File: config.mk
export PLATFORM = sky130hd
export DESIGN_NAME = hdmi_reset_seq
export DESIGN_NICKNAME = d
export VERILOG_FILES = /design/src/rtl/hdmi_pkg.sv /design/src/rtl/hdmi_sync_2ff.sv /design/src/rtl/hdmi_reset_seq.sv
export SDC_FILE = /design/constraint.sdc
export NUM_CORES = 1
export LEC_CHECK = 0
export BUFFER_PORTS_ARGS = -buffer_cell sky130_fd_sc_hd__buf_2
export CAP_MARGIN = 20
export CELL_PAD_IN_SITES_DETAIL_PLACEMENT = 1
export CELL_PAD_IN_SITES_GLOBAL_PLACEMENT = 1
export CORE_MARGIN = 3
export CORE_UTILIZATION = 40
export CTS_BUF_LIST = sky130_fd_sc_hd__clkbuf_4 sky130_fd_sc_hd__clkbuf_8
export CTS_CLUSTER_DIAMETER = 40
export DETAILED_ROUTE_END_ITERATION = 10
export PLACE_DENSITY_LB_ADDON = 0.1
export SETUP_SLACK_MARGIN = 0.4
export SYNTH_ARGS = -nofsm -noshare
export SYNTH_HDL_FRONTEND = slang
export SYNTH_SLANG_ARGS = --single-unit
File: constraint.sdc
create_clock -name clk_25mhz -period 2.2 [get_ports clk_25mhz]
set_input_delay 0.33 -clock clk_25mhz [delete_from_list [all_inputs] [get_ports clk_25mhz]]
set_output_delay 0.33 -clock clk_25mhz [all_outputs]
set_load 0.02 [all_outputs]
File: src/rtl/hdmi_pkg.sv
// Shared types, defaults and helpers for the HDMI reset/enable sequencer.
// Optional lock-loss counter is enabled with `define HDMI_RESET_SEQ_LOSS_COUNT_EN.
package hdmi_pkg;

  typedef enum logic [2:0] {
    StWaitLock = 3'd0,
    StRelTmds  = 3'd1,
    StRelPx    = 3'd2,
    StRun      = 3'd3,
    StFault    = 3'd4
  } seq_state_e;

  typedef struct packed {
    logic rst_tmds;
    logic rst_px;
    logic video_en;
  } seq_out_t;

  localparam int unsigned DefLockStableCycles = 1024;
  localparam int unsigned DefStageGap         = 16;
  localparam int unsigned DefLossCntW         = 8;

  function automatic int unsigned clog2_max(input int unsigned a, input int unsigned b);
    return $clog2((a > b) ? a : b);
  endfunction

  // Moore decode shared by every state; unknown encodings behave like WAIT_LOCK.
  function automatic seq_out_t decode_state(input seq_state_e st);
    seq_out_t o;
    o = '{rst_tmds: 1'b1, rst_px: 1'b1, video_en: 1'b0};
    case (st)
      StRelTmds: o = '{rst_tmds: 1'b0, rst_px: 1'b1, video_en: 1'b0};
      StRelPx:   o = '{rst_tmds: 1'b0, rst_px: 1'b0, video_en: 1'b0};
      StRun:     o = '{rst_tmds: 1'b0, rst_px: 1'b0, video_en: 1'b1};
      default:   o = '{rst_tmds: 1'b1, rst_px: 1'b1, video_en: 1'b0};
    endcase
    return o;
  endfunction

endpackage

File: src/rtl/hdmi_sync_2ff.sv
// Single-bit two-flop synchroniser with synchronous active-high reset.
module hdmi_sync_2ff (
  input  logic clk_25mhz,
  input  logic reset,
  input  logic d_i,
  output logic q_o
);

  logic meta_q, meta_d;
  logic sync_q, sync_d;

  always_comb begin
    meta_d = d_i;
    sync_d = meta_q;
  end

  always_ff @(posedge clk_25mhz) begin
    if (reset) begin
      meta_q <= 1'b0;
      sync_q <= 1'b0;
    end else begin
      meta_q <= meta_d;
      sync_q <= sync_d;
    end
  end

  assign q_o = sync_q;

endmodule

File: src/rtl/hdmi_reset_seq.sv
// HDMI output-path reset/enable sequencer on the 25 MHz board clock.
// Define HDMI_RESET_SEQ_LOSS_COUNT_EN to add the saturating loss_count output.
module hdmi_reset_seq
  import hdmi_pkg::*;
#(
  parameter int unsigned LOCK_STABLE_CYCLES = DefLockStableCycles,
  parameter int unsigned STAGE_GAP          = DefStageGap,
  parameter int unsigned LOSS_CNT_W         = DefLossCntW
) (
  input  logic                  clk_25mhz,
  input  logic                  reset,
  input  logic                  pll_locked,
  input  logic                  soft_restart,
  output logic                  rst_tmds,
  output logic                  rst_px,
  output logic                  video_en,
`ifdef HDMI_RESET_SEQ_LOSS_COUNT_EN
  output logic [LOSS_CNT_W-1:0] loss_count,
`endif
  output logic [2:0]            seq_state
);

  localparam int unsigned CntW = clog2_max(LOCK_STABLE_CYCLES, STAGE_GAP);
  localparam logic [CntW-1:0] LockLast = CntW'(LOCK_STABLE_CYCLES - 1);
  localparam logic [CntW-1:0] GapLast  = CntW'(STAGE_GAP - 1);

  logic lock_s;

  hdmi_sync_2ff u_lock_sync (
    .clk_25mhz (clk_25mhz),
    .reset     (reset),
    .d_i       (pll_locked),
    .q_o       (lock_s)
  );

  seq_state_e      state_q, state_d;
  logic [CntW-1:0] cnt_q, cnt_d;
  seq_out_t        out_q, out_d;
  logic            lock_loss;
  logic            exit_req;

  always_comb begin
    lock_loss = ~lock_s;
    exit_req  = lock_loss | soft_restart;
    state_d   = state_q;
    cnt_d     = cnt_q + 1'b1;

    case (state_q)
      StWaitLock: begin
        if (!lock_s) begin
          cnt_d = '0;
        end else if (cnt_q == LockLast) begin
          state_d = StRelTmds;
        end
      end
      StRelTmds: begin
        if (exit_req) begin
          state_d = StFault;
        end else if (cnt_q == GapLast) begin
          state_d = StRelPx;
        end
      end
      StRelPx: begin
        if (exit_req) begin
          state_d = StFault;
        end else if (cnt_q == GapLast) begin
          state_d = StRun;
        end
      end
      StRun: begin
        // Counter is not needed here; parking it avoids a free-running wrap.
        cnt_d = '0;
        if (exit_req) begin
          state_d = StFault;
        end
      end
      StFault: begin
        if (cnt_q == GapLast) begin
          state_d = StWaitLock;
        end
      end
      default: begin
        state_d = StWaitLock;
      end
    endcase

    if (state_d != state_q) begin
      cnt_d = '0;
    end

    out_d = decode_state(state_d);
  end

`ifdef HDMI_RESET_SEQ_LOSS_COUNT_EN
  logic [LOSS_CNT_W-1:0] loss_q, loss_d;
  logic                  fault_entry;

  always_comb begin
    fault_entry = (state_d == StFault) && (state_q != StFault);
    loss_d      = loss_q;
    // A simultaneous lock loss and soft restart counts as a lock loss.
    if (fault_entry && lock_loss && (loss_q != '1)) begin
      loss_d = loss_q + 1'b1;
    end
  end

  always_ff @(posedge clk_25mhz) begin
    if (reset) begin
      loss_q <= '0;
    end else begin
      loss_q <= loss_d;
    end
  end

  assign loss_count = loss_q;
`else
  logic unused_cfg;
  assign unused_cfg = ^LOSS_CNT_W;
`endif

  always_ff @(posedge clk_25mhz) begin
    if (reset) begin
      state_q <= StWaitLock;
      cnt_q   <= '0;
      out_q   <= '{rst_tmds: 1'b1, rst_px: 1'b1, video_en: 1'b0};
    end else begin
      state_q <= state_d;
      cnt_q   <= cnt_d;
      out_q   <= out_d;
    end
  end

  assign rst_tmds  = out_q.rst_tmds;
  assign rst_px    = out_q.rst_px;
  assign video_en  = out_q.video_en;
  assign seq_state = state_q;

endmodule

# After elaboration in Yosys (flattened, before gate mapping)
# Index checks and enable logic that the tools add are counted.
# totals
reg_bits	18
latch_bits	0
mem_bits_rw	0
mem_bits_ro	0
input_bits	4
output_inout_bits	6
n_memories	0
# classes
n_addsub	1
n_mul	0
div_mod_pow	0
magnitude_cmp	0
eq_ne	10
n_shift	0
mux	12
n_bitwise	2
reduce_logical	2
# ops
op	count
3-bit 2-to-1 mux	8
10-bit case mux with 2 select lines	1
3-bit case mux with 5 select lines	1
3-bit by 2-bit equality test with 1-bit output, second input constant	4
10-bit by 1-bit adder with 10-bit output, second input constant	1
10-bit equality test, second input constant	1
10-bit by 4-bit equality test with 1-bit output, second input constant	1
10-bit 2-to-1 mux	1
3-bit case mux with 3 select lines	1
3-bit by 1-bit equality test with 1-bit output, second input constant	2
3-bit equality test, second input constant	1
3-bit logical NOT	1
3-bit inequality test	1
2-bit OR reduction	1
1-bit NOT	1
1-bit bitwise OR	1

# Depth between registers and ports, before layout
# depth
ltp_word	6
depth_mapped	6

# Cells and area by module
# Synthesis repeated with hierarchy kept, for this count alone.
# hier_totals
hier_cells	83
area_unflattened_um2	773.2
# modules_own_cells
mod	n_inst	cells_each	area_per_inst_um2	seq_area_each_um2
hdmi_reset_seq	1	79	720.7	320.3
hdmi_sync_2ff	1	4	52.6	40.0

# Worst setup path before layout
# No wires, ideal clock.
# synth_timing
path_kind	flip-flop to flip-flop
start	register state_q[1], in the netlist seq_state[1]
end	register cnt_q[1]
setup_ps	134
arrival_time_ps	1649
setup_slack_ps	417
stages_incl_launch_ff	6
path_cell_list	dfxtp_1 buf_6 or2_0 or4_4 a32oi_4 nor4b_1
# synth_via
elab_chain_len	5
word_cells_on_any_way	17
classes_between	eq/ne (5); mux (10); reduce/logical (2)
# synth_lines
item	line_no	source
start, declared	hdmi_reset_seq.sv:36	seq_state_e state_q, state_d;
start signal, assigned	hdmi_reset_seq.sv:123	state_q <= StWaitLock;
start signal, assigned	hdmi_reset_seq.sv:127	state_q <= state_d;
3-bit 2-to-1 mux, on equally long branches	hdmi_reset_seq.sv:66, hdmi_reset_seq.sv:52, hdmi_reset_seq.sv:59	
3-bit 2-to-1 mux, on equally long branches	hdmi_reset_seq.sv:64, hdmi_reset_seq.sv:50, hdmi_reset_seq.sv:57	
3-bit case mux with 5 select lines	hdmi_reset_seq.sv:48	case (state_q)
3-bit inequality test	hdmi_reset_seq.sv:87	if (state_d != state_q) begin
2-bit OR reduction (no source line)	-	
end signal, assigned	hdmi_reset_seq.sv:128	cnt_q <= cnt_d;
end, declared	hdmi_reset_seq.sv:37	logic [CntW-1:0] cnt_q, cnt_d;
# Several ways; a longest one is shown, not always the timed one.
# A chain may end at the register's enable or synchronous reset.

# Final worst setup path
# layout_timing
start	register state_q[0], in the netlist seq_state[0]
end	register cnt_q[7]
# The elaborated chain is that of the path after synthesis.

==> out/results.tsv <==
stage	metric	value	unit
outcome	status	complete, no violations	
detailed_routing	# DRC	0	
sta	final setup fails	0	
sta	hold slack	0.248	ns
detailed_routing	Routed WL per cell	15.7	microns
worst_setup_path	Cell Chain, Critical Path	or2_4, or4_4, a32oi_4, buf_12, nor4_1	
worst_setup_path	CP Launch Type	flip-flop	
synth	top-count cell post-synth	dfxtp_1	
cells_and_area	# diodes	0	
global_routing	initial antenna violation count	0	
sta	fin crit share	80.7	%
synth	top cells by count, synth	dfxtp_1, nor2_1, nor4_1, nor3_1, xnor2_1	
worst_setup_path	Worst Path Required	2.36	ns
synth	Post-synth EDFFs	0	
floorplan	die width	52.1	microns
floorplan	Die Area	2710	sq um
global_routing	total grt overflow	0	
clock_network	Worst-Skew Late Latency	0.29	ns
synth	post-synthesis register bit count	18	
detailed_routing	initial DRC count	7	
worst_setup_path	Worst Path Buf+Inv	1	
synth	ys async rst share	0	%
synth	Post-Synthesis Cells	91	
worst_hold_path	hold crit path type	in -> reg	
synth	average size of a mapped cell	9.34	sq um
global_routing	first-pass GRT wire length	3.22	mm
sta	Final Max Slew Viols	0	
placement	Placed Area	921	sq um
worst_setup_path	Critical Path Max Stage Delay	0.57	ns
detailed_routing	number of vias per cell	5.52	
clock_network	Longest Clk Path Bufs	2	
detailed_routing	Routed WL	2.10	mm
sta	Fin. Hold Viols	0	
cells_and_area	final instance area	1080	sq um
synth	Main synth FF type	dfxtp_1	
sta	Slew HR	68.9	%
clock_network	CTS Buf Count	3	
clock_network	htree depth	1	
sta	Tmin final	1.78	ns
floorplan	# rows	16	
synth	Yosys cell types	31	
worst_setup_path	cell family with most CP delay	simple AND/OR/NAND/NOR gates	
clock_network	Reg clk slew, reported paths	0.09	ns
global_routing	Total GRT Usage	16.3	%
worst_setup_path	crit path capture type	flip-flop	
sta	fmax	0.563	GHz
worst_setup_path	Worst Setup Path Type	reg -> reg	
placement	GPL Wtd Cong	0.748	
floorplan	Starting Density	42.9	%
synth	Post-Synthesis Net Count	96	
clock_network	Root Buffer	clkbuf_4	
detailed_routing	drt first pass iters	4	
worst_setup_path	worst path arrival time	1.94	ns
run	total of max-cap violations	0	
cells_and_area	area added between synthesis and finish	26.7	%
clock_network	CTS tree	built	
sta	RSZ-0062 raised after global routing	no	
sta	Max Clock Skew	0.00644	ns
synth	register area share after synthesis	42.4	%
clock_network	clock sinks	18	
power	pwr dens	475	nW/um^2
floorplan	io pins	10	
worst_setup_path	CP Max Fanout	7	
global_routing	number of global-route vias before repair	695	
synth	area fraction of the dominant cell type after synthesis	42.4	%
detailed_routing	Final ANT Viol Nets	0	
synth	Synthesis Warnings	0	
cells_and_area	nets@finish	114	
power	maximum VDD drop	0.000495	V
synth	Yosys top cell by area	dfxtp_1	
sta	setup TNS	0	ns
sta	worst-margin pin slew	0.463	ns
placement	Final HPWL DP	1.39	mm
global_routing	pin count of the biggest net entering global routing	18	
synth	cell area after synthesis	850	sq um
power	Pleak	0.360	nW
floorplan	Core ar.	1980	sq um
floorplan	die height	52.1	microns
cells_and_area	share of cells above drive strength 1	39.3	%
placement	I/O Buffers	9	
worst_setup_path	Critical-path top delay cell	or4_4	
synth	ranking of synthesized cells by area	dfxtp_1, xnor2_1, nor4_1	
detailed_routing	via count	740	
## flip-flops by register name, indices dropped and copies added, names as in the netlist
| register | flops |
|---|---|
| rst_px | 1 |
| video_en | 1 |
| cnt_q | 10 |
| u_lock_sync.meta_q | 1 |
| rst_tmds | 1 |
| seq_state | 3 |
| u_lock_sync.q_o | 1 |
## cell usage in the layout (no fill, tap or decap), drive strengths merged
master,synthesis,routed
o211a,1,1
nand4b,2,2
nor4b,1,1
xor2,2,2
a211oi,2,2
nor4bb,1,1
a31oi,2,2
clkbuf,3,3
nor2b,3,3
buf,1,17
nand2,2,2
nand4,2,2
or4,1,1
nor2,10,10
nor3,6,6
nor4,7,7
inv,1,1
a32oi,1,1
and3,2,2
or3b,1,1
maj3,1,1
and4,1,1
xnor2,6,6
nand2b,3,3
or2,1,1
nand3,4,4
o21ai,2,2
a21oi,3,3
dfxtp,18,18
ha,1,1
## report_power, final
part	leakage, nW	internal (W)	total (W)	switching [W]
clock network	0.0138	0.0000636	0.000156	0.0000921
registers	0.149	0.000327	0.000330	0.00000265
logic	0.197	0.00000867	0.0000251	0.0000164
total	0.360	0.000400	0.000511	0.000111
## worst paths after layout
path,endpoint,startpoint,slack (ns),cells after the start
worst min-delay path,u_lock_sync.meta_q,pll_locked,0.25,2
worst min register to register,u_lock_sync.q_o,u_lock_sync.meta_q,0.46,1
worst max-delay path,cnt_q[7],seq_state[0],0.42,5
worst max register to register,cnt_q[7],seq_state[0],0.42,5
## kinds of logic (layout without fill, tap and decap cells)
kind of cell,Yosys count,in the layout,synth area share (%)
flops,18,18,42.4
buf+inv,5,21,3.09
xor+xnor,8,8,8.25
fa+ha+maj,2,2,2.65
compound gates,11,11,11.0
simple gates,47,47,32.5
## metrics by stage
step / util [%] / power (W) / setup slack [ns] / cells
after floorplan: - / 0.000351 / 0.417 / 91
after global placement: 46.5 / 0.000358 / 0.403 / 125
after detailed placement: 46.5 / 0.000358 / 0.386 / 125
after CTS: 47.6 / 0.000511 / 0.412 / 128
after global routing: 54.3 / 0.000537 / 0.393 / 134
final: 54.3 / 0.000511 / 0.424 / 134
## final cells by class
cell class / count / area [sq um]
fill: 218 / 906
multi-input combinational: 68 / 528
inverter: 1 / 3.75
tap: 27 / 33.8
timing repair buffer: 17 / 118
clock buffer: 3 / 22.5
sequential: 18 / 370
## routing by layer
metal,global-route usage (%),part of all wire [%],vias to the layer above
met5,0,0,-
met4,5.24,1.2,0
met3,6.02,3.5,2
met2,27.6,53,13
met1,18.7,43,358
li1,-,-,367
## what timing repair did
action	CTS	global route
hold buffers	0	0
buffers inserted	0	6
setup endpoints to repair	7	10
pin swaps	1	10
gates resized for setup	0	19
endpoints found under the hold margin	0	0
No activity file was read; power rests on OpenSTA's default activity.
